**src/rtl/alu_arbiter.sv**
```systemverilog
`default_nettype none
// ============================================================================
// Module      : alu_arbiter
// Description : Two-requester round-robin front end for a shared
//               combinational ALU. Accepts one operation at a time, holds the
//               operands on the ALU for EXEC_CYCLES cycles, captures the
//               result and flags, and presents them on a valid/ready response
//               port until the consumer takes them.
// Revision    : 1.0 - initial release
// ============================================================================
module alu_arbiter #(
  // ALU settle time in cycles between operand launch and result capture.
  // Legal range is 1..4, which fits the 2-bit execution counter.
  parameter int EXEC_CYCLES = 1
) (
  input  logic       clk,
  input  logic       rst_n,

  input  logic       req0_valid,
  output logic       req0_ready,
  input  logic [3:0] req0_a,
  input  logic [3:0] req0_b,
  input  logic [2:0] req0_opcode,

  input  logic       req1_valid,
  output logic       req1_ready,
  input  logic [3:0] req1_a,
  input  logic [3:0] req1_b,
  input  logic [2:0] req1_opcode,

  output logic [3:0] alu_a,
  output logic [3:0] alu_b,
  output logic [2:0] alu_opcode,
  input  logic [7:0] alu_out,
  input  logic [4:0] alu_flags,

  output logic       rsp_valid,
  input  logic       rsp_ready,
  output logic       rsp_id,
  output logic [7:0] rsp_out,
  output logic [4:0] rsp_flags,

  output logic       busy
);

  // Counter value reached in the final EXEC cycle.
  localparam logic [1:0] c_exec_last = 2'(EXEC_CYCLES - 1);

  typedef enum logic [1:0] {
    ST_IDLE = 2'd0,
    ST_EXEC = 2'd1,
    ST_RESP = 2'd2
  } state_t;

  state_t     r_state;
  state_t     w_state_next;

  logic       r_last_grant;   // 1: requester 1 was granted last
  logic       w_grant_id;     // requester that would win this cycle
  logic       w_accept;       // an operation transfers on the next edge
  logic       w_exec_last;    // final cycle of EXEC, result captured on edge
  logic       w_rsp_fire;     // response consumed on the next edge

  logic [3:0] r_op_a;
  logic [3:0] r_op_b;
  logic [2:0] r_op_code;
  logic       r_req_id;
  logic [1:0] r_exec_cnt;

  logic       r_rsp_id;
  logic [7:0] r_rsp_out;
  logic [4:0] r_rsp_flags;

  // Round-robin pick: a lone valid wins; under contention the requester
  // that was not granted last wins.
  always_comb begin
    w_grant_id = 1'b0;
    if (req0_valid && req1_valid) begin
      w_grant_id = ~r_last_grant;
    end else if (req1_valid) begin
      w_grant_id = 1'b1;
    end else begin
      w_grant_id = 1'b0;
    end
  end

  // Ready is offered only in IDLE and only to the granted, valid requester.
  always_comb begin
    req0_ready = 1'b0;
    req1_ready = 1'b0;
    if (r_state == ST_IDLE) begin
      req0_ready = req0_valid & ~w_grant_id;
      req1_ready = req1_valid &  w_grant_id;
    end
  end

  assign w_accept    = req0_ready | req1_ready;
  assign w_exec_last = (r_state == ST_EXEC) && (r_exec_cnt == c_exec_last);
  assign w_rsp_fire  = (r_state == ST_RESP) && rsp_ready;

  // State register; reset aborts any operation in flight.
  always_ff @(posedge clk or negedge rst_n) begin
    if (!rst_n) begin
      r_state <= ST_IDLE;
    end else begin
      r_state <= w_state_next;
    end
  end

  // Next-state decode: IDLE -> EXEC on transfer, EXEC -> RESP after the
  // settle window, RESP -> IDLE once the consumer takes the response.
  always_comb begin
    w_state_next = r_state;
    case (r_state)
      ST_IDLE: begin
        if (w_accept) begin
          w_state_next = ST_EXEC;
        end
      end
      ST_EXEC: begin
        if (w_exec_last) begin
          w_state_next = ST_RESP;
        end
      end
      ST_RESP: begin
        if (w_rsp_fire) begin
          w_state_next = ST_IDLE;
        end
      end
      default: begin
        w_state_next = ST_IDLE;
      end
    endcase
  end

  // Grant history moves only when an operation actually transfers.
  always_ff @(posedge clk or negedge rst_n) begin
    if (!rst_n) begin
      r_last_grant <= 1'b1;
    end else if (w_accept) begin
      r_last_grant <= w_grant_id;
    end
  end

  // Operand registers feed the ALU directly and hold between operations.
  always_ff @(posedge clk or negedge rst_n) begin
    if (!rst_n) begin
      r_op_a    <= 4'h0;
      r_op_b    <= 4'h0;
      r_op_code <= 3'b000;
      r_req_id  <= 1'b0;
    end else if (w_accept) begin
      r_op_a    <= w_grant_id ? req1_a      : req0_a;
      r_op_b    <= w_grant_id ? req1_b      : req0_b;
      r_op_code <= w_grant_id ? req1_opcode : req0_opcode;
      r_req_id  <= w_grant_id;
    end
  end

  // Execution counter: cleared on transfer, counts EXEC cycles.
  always_ff @(posedge clk or negedge rst_n) begin
    if (!rst_n) begin
      r_exec_cnt <= 2'd0;
    end else if (w_accept) begin
      r_exec_cnt <= 2'd0;
    end else if ((r_state == ST_EXEC) && !w_exec_last) begin
      r_exec_cnt <= r_exec_cnt + 2'd1;
    end
  end

  // Capture the settled ALU result at the end of the last EXEC cycle.
  always_ff @(posedge clk or negedge rst_n) begin
    if (!rst_n) begin
      r_rsp_id    <= 1'b0;
      r_rsp_out   <= 8'h00;
      r_rsp_flags <= 5'b00000;
    end else if (w_exec_last) begin
      r_rsp_id    <= r_req_id;
      r_rsp_out   <= alu_out;
      r_rsp_flags <= alu_flags;
    end
  end

  assign alu_a      = r_op_a;
  assign alu_b      = r_op_b;
  assign alu_opcode = r_op_code;

  assign rsp_valid  = (r_state == ST_RESP);
  assign rsp_id     = r_rsp_id;
  assign rsp_out    = r_rsp_out;
  assign rsp_flags  = r_rsp_flags;
  assign busy       = (r_state != ST_IDLE);

endmodule
`default_nettype wire
```
**config.mk**
```make
export PLATFORM = sky130hd
export DESIGN_NAME = alu_arbiter
export DESIGN_NICKNAME = d
export VERILOG_FILES = /design/src/rtl/alu_arbiter.sv
export SDC_FILE = /design/constraint.sdc
export NUM_CORES = 1
export LEC_CHECK = 0
export CAP_MARGIN = 20
export CORE_ASPECT_RATIO = 1.2
export CORE_MARGIN = 2
export CORE_UTILIZATION = 25
export CTS_BUF_LIST = sky130_fd_sc_hd__clkbuf_2 sky130_fd_sc_hd__clkbuf_4 sky130_fd_sc_hd__clkbuf_8
export CTS_CLUSTER_DIAMETER = 200
export CTS_CLUSTER_SIZE = 8
export DETAILED_ROUTE_END_ITERATION = 10
export GPL_TIMING_DRIVEN = 1
export PLACE_DENSITY = 0.61
export SKIP_LAST_GASP = 1
export SYNTH_ARGS = -nofsm -noshare
export SYNTH_HDL_FRONTEND = slang
export SYNTH_SLANG_ARGS = --single-unit
```
**constraint.sdc**
```tcl
create_clock -name clk -period 2.5 [get_ports clk]
set_clock_uncertainty 0.05 [all_clocks]
set_input_delay 0.75 -clock clk [delete_from_list [all_inputs] [get_ports clk]]
set_output_delay 0.75 -clock clk [all_outputs]
set_load 0.02 [all_outputs]
```
-- Word-level counts from Yosys, hierarchy flattened
Index checks and enable logic that the tools add are counted.
- add/subtract/negate cells: 1
- equality and inequality tests: 5
- muxes and demuxes: 13
- bitwise operators: 5
- reduce and logical (&&, ||, !) cells: 10
- operators with widths (operator ; number):
    2-bit 2-to-1 mux ; 5
    4-bit 2-to-1 mux ; 2
    2-bit case mux with 3 select lines ; 1
    1-bit logical AND ; 4
    2-bit logical NOT ; 2
    1-bit 2-to-1 mux ; 4
    2-bit inequality test, second input constant ; 2
    2-bit nonzero test ; 2
    3-bit 2-to-1 mux ; 1
    3-bit AND reduction ; 1
    2-bit by 1-bit adder with 2-bit output, second input constant ; 1
    1-bit AND ; 2
    2-bit by 1-bit equality test with 1-bit output, second input constant ; 1
    2-bit equality test, second input constant ; 1
    2-bit by 1-bit inequality test with 1-bit output, second input constant ; 1
    1-bit NOT ; 2
    1-bit logical NOT ; 1
    1-bit bitwise OR ; 1
- bits in registers: 31
- output and inout port bits: 29

-- Longest topological paths before layout
- depth in word-level cells: 8
- mapped depth: 5
- gate-level depth less buffers: 5

-- Least setup slack after synthesis
Ideal clock, no wire load.
- kind: input port to output port
- from: in req1_valid
- to: out req1_ready
- data arrival time: 1.635 ns
- required time: 1.700 ns
- setup slack: 0.065 ns
- stages on the path: 3
- cell sequence: a21bo_4 -> buf_12 -> nor3_1
- cells in the longest elaborated chain, start to end: 4
- ends and longest elaborated chain (item ; RTL line ; RTL):
    from (decl) ; 25 ; input logic req1_valid,
    1-bit 2-to-1 mux / 1-bit logical AND (equally long branches) ; 80, 78 ;
    1-bit 2-to-1 mux ; 78 ; if (req0_valid && req1_valid) begin
    1-bit AND * ; 93 ; req1_ready = req1_valid & w_grant_id;
    1-bit 2-to-1 mux * ; 91 ; if (r_state == ST_IDLE) begin
    to (decl) ; 26 ; output logic req1_ready,
Mark *: on every way between the ends. The rest lies on a longest branch, timed or not.

-- Worst setup path in the final report
- from: in req0_valid
- to: out req0_ready
- cells in the longest elaborated chain, start to end: 5
- ends and longest elaborated chain (item ; RTL line ; RTL):
    from (decl) ; 19 ; input logic req0_valid,
    1-bit logical AND ; 78 ;
    1-bit 2-to-1 mux ; 78 ;
    1-bit NOT ; 92 ; req0_ready = req0_valid & ~w_grant_id;
    1-bit AND * ; 92 ;
    1-bit 2-to-1 mux * ; 91 ;
    to (decl) ; 20 ; output logic req0_ready,
Marks and branches as above.

==> impl_results.md <==
- Status: finished, final reports clean
- Pwr dens: roughly 1200 nW/um^2
- Final Hold Viols: 0
- YS warnings: 0
- Die area: 6340 um^2
- Initial antenna violation count: 0
- Hold_sp: r_req_id
- Initial Util: 0.255
- Min cycle time layout: between 2000 and 2500 ps
- CTS Sinks: 31
- Top cells by area, synth: dfrtp_1, mux2_4, mux2_2, dfstp_2, buf_12
- Final WL: between 3000 and 4000 um
- Layout area overhead: 63.0%
- Cell area after synthesis: around 1400 um^2
- Synth async-reset ratio: 1.00
- Most frequent cell after synthesis: dfrtp_1
- Core Area: 5590 um^2
- TritonCTS Buffers: 5
- CP Class: primary input to primary output
- Final worst-path cycle share: 0.984
- Antenna diodes: 0
- Clk buf depth: 2
- Maximum clock frequency: around 410 MHz
- Average wire per standard cell: between 10 and 15 um
- Syn Area/Cell: approximately 15 um^2
- DR iter-0 viols: 33
- Final ANT Viol Nets: 0
- Vias per inst: 4.37
- Area leader, netlist: dfrtp_1
- Min-delay worst type: flop to flop
- Req. time, crit path: between 1500 and 2000 ps
- Critical Path Source Type: primary input
- Slew HR: 0.514
- Latest clock arrival within the worst-skew pair: 280 ps
- DRT Pass-1 Iters: 3
- Layout cells sized above 1: 0.333
- Final Core Density: 0.417
- Via Count: ~1000
- Post-synthesis cell count: 94
- Die Ht: ~87 um
- Gr ovfl total: 0
- Synth Net Count: 135
- List of most frequent post-synthesis cells: dfrtp_1, mux2_2, mux2_4
- Post-synth EDFFs: 0
- Static Leak: 1.03 nW
- Max Slew Vio Count: 0
- Setup violators final: 0
- Horiz. Die Dim: around 73 um
- Setup TNS: 0 ps
- Max_cap viols: 0
- Least-Margin Pin Slew: about 730 ps
- Setup crit start: req0_valid
- Ys flop type: dfrtp_1
- # hold bufs at CTS: 0
- First-pass GRT wire length: between 5000 and 6000 um
- Total power: about 0.0028 W
- Crit path max fanout: 3
- Port buffer count: between 60 and 70
- Fill count: 523
- RSZ-0062 raised after global routing: no
- Hold slack: approximately 440 ps
- Layout net count: 214
- Sequential area share after synthesis: 0.544
- Total GRT Usage: 0.109
- CTS clock-pin slew for the worst setup and hold paths: about 70 ps
- I/O pin count: 69
- Yosys reg bits: 31
- DRC: 0
- Top-area cell type share of the netlist area: 0.525
- H-tree levels: 2
- Number of global-route vias before repair: ~1200
- Worst r2r src: r_state[1]
- Crit end category: primary output
- Max VDD drop: between 0.0004 and 0.0005 V
- Hpwl dp: 2530 um
- Post-synthesis cell type count: 24
- Gp weighted congestion: 0.661
- Critical path arrival: 1660 ps
- Num rows: 30
- Root Driver: clkbuf_8
- Pin count of the biggest net entering global routing: 32
- TritonCTS clock tree: built
[cells by family (layout without fill, tap and decap cells)]
| logic type | count (synthesis) | in the layout | synth area share |
|---|---|---|---|
| compound gates | 5 | 5 | 0.0289 |
| xor+xnor | 1 | 1 | 0.00613 |
| fa+ha+maj | 1 | 1 | 0.00876 |
| buf+inv | 7 | 87 | 0.0333 |
| flops | 31 | 31 | 0.544 |
| mux | 37 | 37 | 0.333 |
| simple gates | 12 | 12 | 0.0464 |
[worst max-delay path, cell delays in order]
cell             delay (ps)
clkdlybuf4s15_1         220
or3b_4                  410
nor2b_1                 130
buf_4                   150
[metrics by stage]
step                cell area, um^2  instances  setup WS (ps)
floorplan                      1430         94           64.6
global placement               2230        231           -710
detailed placement             2230        231           -760
CTS                            2320        238           6.18
global route                   2330        238           9.20
finish                         2330        238           40.8
[flip-flops by register name (all words and copies together), names as in the netlist, 2 cells and up]
| register | cells |
|---|---|
| alu_a | 4 |
| alu_b | 4 |
| alu_opcode | 3 |
| r_exec_cnt | 2 |
| r_state | 2 |
| rsp_flags | 5 |
| rsp_out | 8 |
[report_power, final]
group | switching [W] | internal, W
clock | 0.000178 | 0.000262
sequential | 0.000126 | 0.000754
combinational | 0.000648 | 0.000866
total | 0.000953 | 0.00188
[final timing paths]
| check | slack (ps) | to | cells after the start |
|---|---|---|---|
| setup / recovery | 40 | req0_ready | 4 |
| hold / removal | 440 | r_req_id | 1 |
| setup reg to reg | 710 | rsp_flags[0] | 3 |
| hold reg to reg | 440 | r_req_id | 1 |
| max in group asynchronous | 1270 | r_last_grant | 2 |
| min in group asynchronous | 810 | alu_b[3] | 2 |
[area by class of cell]
cell class / instances / area (um^2) / area share
clock buffer: 8 / 104 / 0.0446
timing repair buffer: 75 / 742 / 0.318
inverter: 4 / 15.0 / 0.00644
multi-input combinational: 56 / 612 / 0.263
tap: 64 / 80.1 / 0.0344
sequential: 31 / 777 / 0.334
[cell usage in the layout, fill, tap and decap left out, drive strengths merged]
cell,instances
clkbuf,8
a21o,1
or3b,1
o21ai,2
buf,9
nand3b,1
xnor2,1
o21a,1
nand2b,1
dlymetal6s2s,2
mux2i,1
nor3b,1
nand2,2
nor2,3
mux2,36
clkdlybuf4s15,1
nor2b,1
dlygate4sd2,1
inv,4
dfrtp,30
ha,1
clkdlybuf4s50,62
dfstp,1
a21bo,1
nor3,1
or2,1
[repair_timing]
action	CTS	global route
resized for setup	14	3
setup endpoints to repair	2	3
setup buffers	0	0
pin swaps	0	0
[layer usage]
layer | part of all wire | global-route usage | wire length (um) | vias to the layer above
li1 | - | - | - | 482
met1 | 0.38 | 0.118 | 1230 | 511
met2 | 0.55 | 0.194 | 1800 | 44
met3 | 0.066 | 0.0430 | 215 | 2
met4 | 0.0022 | 0.0303 | 7 | 0
met5 | 0 | 0 | 0 | -
(Power assumes the default switching activity.)
